$ cat config.mk
export PLATFORM = sky130hd
export DESIGN_NAME = mod_addsub_seq_flat
export DESIGN_NICKNAME = d
export VERILOG_FILES = /design/src/rtl/mod_addsub_seq_if.sv /design/src/rtl/mod_addsub_seq.sv /design/src/flat_wrapper.sv
export SDC_FILE = /design/constraint.sdc
export NUM_CORES = 2
export LEC_CHECK = 0
export BUFFER_PORTS_ARGS = -buffer_cell sky130_fd_sc_hd__buf_2
export CORE_MARGIN = 2
export CORE_UTILIZATION = 60
export CTS_BUF_LIST = sky130_fd_sc_hd__clkbuf_4 sky130_fd_sc_hd__clkbuf_8
export DETAILED_ROUTE_END_ITERATION = 16
export PLACE_DENSITY = 0.87
export SLEW_MARGIN = 20
export SYNTH_ARGS = -nofsm -noshare
export SYNTH_HDL_FRONTEND = slang
export SYNTH_SLANG_ARGS = --single-unit
$ cat constraint.sdc
create_clock -name clk -period 6.5 [get_ports clk]
set_input_delay 0.65 -clock clk [delete_from_list [all_inputs] [get_ports clk]]
set_output_delay 0.65 -clock clk [all_outputs]
set_load 0.005 [all_outputs]
$ cat src/rtl/mod_addsub_seq_if.sv
// Request/response bundle for the limb-serial modular adder/subtractor.
// The requester drives operands and out_ready; the arithmetic block drives
// in_ready, out_valid and the result.
interface mod_addsub_seq_if #(
  parameter int WIDTH = 256
);
  logic             in_valid;
  logic             in_ready;
  logic             op;
  logic [WIDTH-1:0] a;
  logic [WIDTH-1:0] b;
  logic             out_valid;
  logic             out_ready;
  logic [WIDTH-1:0] r;

  modport master (
    output in_valid, op, a, b, out_ready,
    input  in_ready, out_valid, r
  );

  modport slave (
    input  in_valid, op, a, b, out_ready,
    output in_ready, out_valid, r
  );
endinterface

$ cat src/rtl/mod_addsub_seq.sv
// Sequential limb-serial modular adder/subtractor: r = (a +/- b) mod P.
// One LIMB_W+1-bit adder is time-shared between the raw pass (a +/- b) and
// the correction pass (raw -/+ P). Operands and the raw value live in shift
// registers so the adder always works on bit 0 of the current limb.
module mod_addsub_seq #(
  parameter int               WIDTH  = 256,
  parameter int               LIMB_W = 64,
  parameter logic [WIDTH-1:0] P      = 256'hFFFFFFFF_FFFFFFFF_FFFFFFFF_FFFFFFFF_FFFFFFFF_FFFFFFFF_FFFFFFFE_FFFFFC2F
) (
  input  logic             clk,
  input  logic             rst,
  mod_addsub_seq_if.slave  bus
);

  localparam int NLIMB = WIDTH / LIMB_W;
  localparam int CW    = (NLIMB > 1) ? $clog2(NLIMB) : 1;
  localparam logic [CW-1:0] LAST = CW'(NLIMB - 1);

  // Reject configurations that cannot be split into whole limbs or a zero modulus.
  generate
    if ((WIDTH % LIMB_W) != 0) begin : g_bad_limb
      $error("mod_addsub_seq: WIDTH must be a multiple of LIMB_W");
    end
    if (P == '0) begin : g_bad_mod
      $error("mod_addsub_seq: modulus P must be non-zero");
    end
  endgenerate

  typedef enum logic [1:0] {S_IDLE, S_PASS1, S_PASS2, S_DONE} state_t;

  state_t           r_state;
  logic             r_in_ready;
  logic             r_out_valid;
  logic [WIDTH-1:0] r_result;
  logic [WIDTH-1:0] r_a;
  logic [WIDTH-1:0] r_b;
  logic             r_op;
  logic [WIDTH-1:0] r_raw;
  logic [WIDTH-1:0] r_t;
  logic [CW-1:0]    r_cnt;
  logic             r_cb;   // carry (add direction) or borrow (subtract direction)
  logic             r_c1;   // final carry/borrow of the raw pass

  logic [LIMB_W-1:0] w_p_limb [NLIMB];
  logic [LIMB_W-1:0] w_x;
  logic [LIMB_W-1:0] w_y;
  logic              w_sub;
  logic              w_cin;
  logic [LIMB_W:0]   w_sum;
  logic              w_flag;
  logic              w_last;
  logic              w_sel_t;
  logic [WIDTH-1:0]  w_raw_shift;
  logic [WIDTH-1:0]  w_raw_rot;
  logic [WIDTH-1:0]  w_t_shift;

  // Split the constant modulus into limbs for the correction pass.
  generate
    for (genvar gi = 0; gi < NLIMB; gi++) begin : g_plimb
      assign w_p_limb[gi] = P[gi*LIMB_W +: LIMB_W];
    end
  endgenerate

  // Shared limb adder: subtraction is x + ~y + !borrow, so one carry chain covers both.
  always_comb begin
    w_sub   = (r_state == S_PASS1) ? r_op : ~r_op;
    w_x     = (r_state == S_PASS1) ? r_a[LIMB_W-1:0] : r_raw[LIMB_W-1:0];
    w_y     = (r_state == S_PASS1) ? r_b[LIMB_W-1:0] : w_p_limb[r_cnt];
    w_cin   = w_sub ? ~r_cb : r_cb;
    w_sum   = {1'b0, w_x} + {1'b0, (w_sub ? ~w_y : w_y)} + {{LIMB_W{1'b0}}, w_cin};
    w_flag  = w_sub ? ~w_sum[LIMB_W] : w_sum[LIMB_W];
    w_last  = (r_cnt == LAST);
    // Add: take raw-P when the sum overflowed or raw >= P. Sub: add P back on borrow.
    w_sel_t = r_op ? r_c1 : (r_c1 | ~w_flag);
  end

  // New limbs enter at the top so the full value is in order after NLIMB steps.
  generate
    if (NLIMB == 1) begin : g_single
      assign w_raw_shift = w_sum[LIMB_W-1:0];
      assign w_raw_rot   = r_raw;
      assign w_t_shift   = w_sum[LIMB_W-1:0];
    end else begin : g_multi
      assign w_raw_shift = {w_sum[LIMB_W-1:0], r_raw[WIDTH-1:LIMB_W]};
      assign w_raw_rot   = {r_raw[LIMB_W-1:0], r_raw[WIDTH-1:LIMB_W]};
      assign w_t_shift   = {w_sum[LIMB_W-1:0], r_t[WIDTH-1:LIMB_W]};
    end
  endgenerate

  // Control FSM and datapath registers; reset wins over every handshake.
  always_ff @(posedge clk) begin
    if (rst) begin
      r_state     <= S_IDLE;
      r_in_ready  <= 1'b1;
      r_out_valid <= 1'b0;
      r_result    <= '0;
      r_a         <= '0;
      r_b         <= '0;
      r_op        <= 1'b0;
      r_raw       <= '0;
      r_t         <= '0;
      r_cnt       <= '0;
      r_cb        <= 1'b0;
      r_c1        <= 1'b0;
    end else begin
      case (r_state)
        S_IDLE: begin
          if (bus.in_valid) begin
            r_a        <= bus.a;
            r_b        <= bus.b;
            r_op       <= bus.op;
            r_cnt      <= '0;
            r_cb       <= 1'b0;
            r_in_ready <= 1'b0;
            r_state    <= S_PASS1;
          end
        end
        S_PASS1: begin
          r_a   <= r_a >> LIMB_W;
          r_b   <= r_b >> LIMB_W;
          r_raw <= w_raw_shift;
          if (w_last) begin
            r_c1    <= w_flag;
            r_cb    <= 1'b0;
            r_cnt   <= '0;
            r_state <= S_PASS2;
          end else begin
            r_cb  <= w_flag;
            r_cnt <= r_cnt + 1'b1;
          end
        end
        S_PASS2: begin
          r_raw <= w_raw_rot;
          r_t   <= w_t_shift;
          r_cb  <= w_flag;
          if (w_last) begin
            r_result    <= w_sel_t ? w_t_shift : w_raw_rot;
            r_out_valid <= 1'b1;
            r_cnt       <= '0;
            r_state     <= S_DONE;
          end else begin
            r_cnt <= r_cnt + 1'b1;
          end
        end
        S_DONE: begin
          if (bus.out_ready) begin
            r_out_valid <= 1'b0;
            r_in_ready  <= 1'b1;
            r_state     <= S_IDLE;
          end
        end
        default: begin
          r_state     <= S_IDLE;
          r_in_ready  <= 1'b1;
          r_out_valid <= 1'b0;
        end
      endcase
    end
  end

  assign bus.in_ready  = r_in_ready;
  assign bus.out_valid = r_out_valid;
  assign bus.r         = r_result;

endmodule

$ cat src/flat_wrapper.sv
// flat-port wrapper written by rule: the top's interface ports become plain ports
module mod_addsub_seq_flat 
#(
  parameter int               WIDTH  = 256,
  parameter int               LIMB_W = 64,
  parameter logic [WIDTH-1:0] P      = 256'hFFFFFFFF_FFFFFFFF_FFFFFFFF_FFFFFFFF_FFFFFFFF_FFFFFFFF_FFFFFFFE_FFFFFC2F
)
  (clk, rst, bus_in_valid, bus_op, bus_a, bus_b, bus_out_ready, bus_in_ready, bus_out_valid, bus_r);
  mod_addsub_seq_if #(.WIDTH(WIDTH)) bus_i ();
  input  logic clk;
  input  logic rst;
  input wire logic [$bits(bus_i.in_valid)-1:0] bus_in_valid;
  input wire logic [$bits(bus_i.op)-1:0] bus_op;
  input wire logic [$bits(bus_i.a)-1:0] bus_a;
  input wire logic [$bits(bus_i.b)-1:0] bus_b;
  input wire logic [$bits(bus_i.out_ready)-1:0] bus_out_ready;
  output wire logic [$bits(bus_i.in_ready)-1:0] bus_in_ready;
  output wire logic [$bits(bus_i.out_valid)-1:0] bus_out_valid;
  output wire logic [$bits(bus_i.r)-1:0] bus_r;
  assign bus_i.in_valid = bus_in_valid;
  assign bus_i.op = bus_op;
  assign bus_i.a = bus_a;
  assign bus_i.b = bus_b;
  assign bus_i.out_ready = bus_out_ready;
  assign bus_in_ready = bus_i.in_ready;
  assign bus_out_valid = bus_i.out_valid;
  assign bus_r = bus_i.r;
  mod_addsub_seq #(.WIDTH(WIDTH), .LIMB_W(LIMB_W), .P(P)) u_core (.clk(clk), .rst(rst), .bus(bus_i));
endmodule
==> metrics.txt <==
status completed; DRT antenna net count 0; Synth top area share 45.49%; Internal Power 18250 uW; Fin Clk Skew 0.05467 ns; FP Rows 109; CP max FO 69; Lkg Pwr 0.02518 uW; die height 303.8 um; total CTS buffers 190; core footprint 0.08865 mm^2; fmax 0.1687 GHz; Gate Count Post-Synth 6102; via count 50090; Post-Place Cells 7569; sw frac 44.32%; WS Path Type reg -> reg; pin count of the biggest net entering global routing 207; Syn Nets 6692; H-tree depth 4; total grt overflow 0; vias in the first global route 47060; pins over their slew limit 0; 1st-iter DRT viols 6159; drt total wl 188100 um; Rel. slew slack 12.91%; count of final hold-check violations 0; Post-synth ARST share 0%; post-synthesis sequential area ratio 45.49%; clock latency on the worst-skew pair 0.86 ns; CTS sink cnt 1225; count of state elements after synthesis 1225; gpl congestion 0.9230; num ports 775; # port buffers 774; share of layout cells above drive strength 1 18.32%; CTS tree done; arrival time worst endpoint 6.69 ns; HP Class in -> reg; mapped cell area 0.05391 mm^2; yosys warns 0; crit path capture type flop; 1st-pass router iterations 7; CTS Buffer Depth 3; Syn Area/Cell 8.835 um^2; worst path required time 7.26 ns; Post-CTS Setup Inserts 0; area grow syn2layout 16.84%; Post-synth EDFFs 0; Root Buffer clkbuf_8; drt via density 6.208; Final min period 5.927 ns; sequential share of power 31.7%; DRC 0; RSZ-0062 raised after global routing no; hpwl dp 125300 um; Synth cell types 74; clock power share 21.1%; starting density of the core 60.81%; die width 303.8 um; Total Neg Setup Slack 0 ns; maxcap violations 0; power per cell area 520.4 mW/mm^2; FILL cells 6377; share of the clock period used by the worst path 91.19%; Area contributors post-synth dfxtp_1, mux2i_1, nor2_1, a211oi_1, nand2_1; Worst-path clk slew 0.07 ns; gr usage total 38.52%; Die Area 0.09226 mm^2; Net count, final 7275; worst slew pin tran 1.298 ns; number of gates resized after CTS 0; cts hold-fix bufs 89; Gate power share 47.2%; area leader, netlist dfxtp_1; Finished Layout Cells 8069; global-route wire length before repair 279300 um; initial antenna violation count 90; crit path launch type flop; VDD IR max 0.5026 mV; ys flop type dfxtp_1; final setup vio count 0; drt wl/cell 23.31 um; P_sw 14530 uW
-- cells by family after synthesis --
family / synth area share [%]
compound gates: 17.29
xor+xnor: 1.820
simple gates: 13.81
buf+inv: 4.180
fa+ha+maj: 1.722
mux: 15.70
flops: 45.49
-- worst max-delay path: stages, from the launching register on --
cell and delay (ns):
dfxtp_1 0.38, inv_1 0.20, ha_4 0.38, buf_4 0.87, mux2_2 0.42, ha_1 0.42
a21o_1 0.22, a21o_1 0.18, a21oi_1 0.20, o211ai_1 0.15, o311ai_2 0.65, o21ai_1 0.33
a211oi_4 0.30, buf_4 0.22, buf_4 0.54, nand2_1 0.14, a31oi_1 0.18
-- layout make-up --
type	instances	area (um^2)	area share, %
multi-input combinational	4317	27220	43.22
sequential	1225	24520	38.93
timing repair buffer	920	5390	8.557
clock buffer	296	3680	5.842
tap	1165	1458	2.314
clock inverter	35	389.1	0.6178
antenna	80	200.2	0.3178
inverter	31	122.6	0.1947
-- flip-flops by register name (all words and copies together) (netlist names) --
register / count
u_core.bus.r: 256
u_core.r_a: 256
u_core.r_b: 256
u_core.r_raw: 256
u_core.r_t: 192
u_core.r_cnt: 2
u_core.r_state: 2
u_core.bus.in_ready: 1
u_core.bus.out_valid: 1
u_core.r_c1: 1
u_core.r_cb: 1
u_core.r_op: 1
-- worst paths after layout --
path	start	slack (ns)	endpoint	cells after the start
hold reg to reg	u_core.r_t[124]$_SDFFE_PP0P_	0.44	u_core.bus.r[60]$_SDFFE_PP0P_	2
hold / removal	bus_b[225]	0.06	u_core.r_b[225]$_SDFFE_PP0P_	3
setup / recovery	u_core.r_state[1]$_SDFFE_PP0P_	0.57	u_core.bus.r[113]$_SDFFE_PP0P_	16
setup reg to reg	u_core.r_state[1]$_SDFFE_PP0P_	0.57	u_core.bus.r[113]$_SDFFE_PP0P_	16
-- per-layer routing --
metal	wire [um]	GRT usage (%)
met5	59	0
met4	12390	25.79
met3	18440	8.858
met2	83820	59.12
met1	73380	48.51
-- layout by cell type (no fill, tap or decap), drive strengths merged, types with 11 or more instances in the layout --
cell type and count:
o21a 15, mux2i 770, xnor2 82, clkbuf 296
o211ai 21, a21oi 105, buf 831, nand4 28
diode 80, a311oi 30, nand2 632, nor2b 11
a31oi 259, dfxtp 1225, mux2 67, or3 12
o21bai 13, xor2 30, a22oi 129, inv 37
nor2 1085, nand3 34, and3 15, o21ai 326
a211oi 420, nor3 30, a21o 29, dlygate4sd3 89
ha 71, clkinv 17, nand2b 12
-- through the flow --
stage / area [um^2] / hold slack [ns] / util (%) / setup WS (ns) / total power [uW]
floorplan: 53910 / 0.4459 / - / 1.346 / 21160
global placement: 57830 / 0.4585 / 65.23 / 0.9370 / 24960
detailed placement: 57830 / 0.4649 / 65.23 / 0.6815 / 25300
CTS: 62790 / 0.001451 / 70.83 / 0.6343 / 32220
global route: 62980 / 0.04213 / 71.05 / 0.2873 / 34350
finish: 62990 / 0.06018 / 71.05 / 0.5728 / 32780
-- power groups by stage --
stage	registers [uW]	clock network (uW)	logic (uW)
2_1_floorplan	9900	0	11300
3_3_place_gp	10300	0	14600
3_5_place_dp	10400	0	14900
4_1_cts	10300	6920	15000
5_1_grt	10500	7280	16600
6_report	10400	6920	15500
-- cell usage after synthesis, drive strengths merged (6+ instances only) --
cell type / instances
dfxtp: 1225
nor2: 1085
mux2i: 770
nand2: 632
clkbuf: 430
a211oi: 420
o21ai: 326
a31oi: 259
a22oi: 129
a21oi: 105
buf: 99
xnor2: 82
ha: 71
mux2: 67
nand3: 34
a311oi: 30
nor3: 30
xor2: 30
a21o: 29
inv: 29
nand4: 28
o211ai: 21
and3: 15
o21a: 15
o21bai: 13
nand2b: 12
or3: 12
nor2b: 11
and2: 7
o221ai: 7
o22ai: 7
a21boi: 6
o311ai: 6
(Power assumes the default switching activity.)
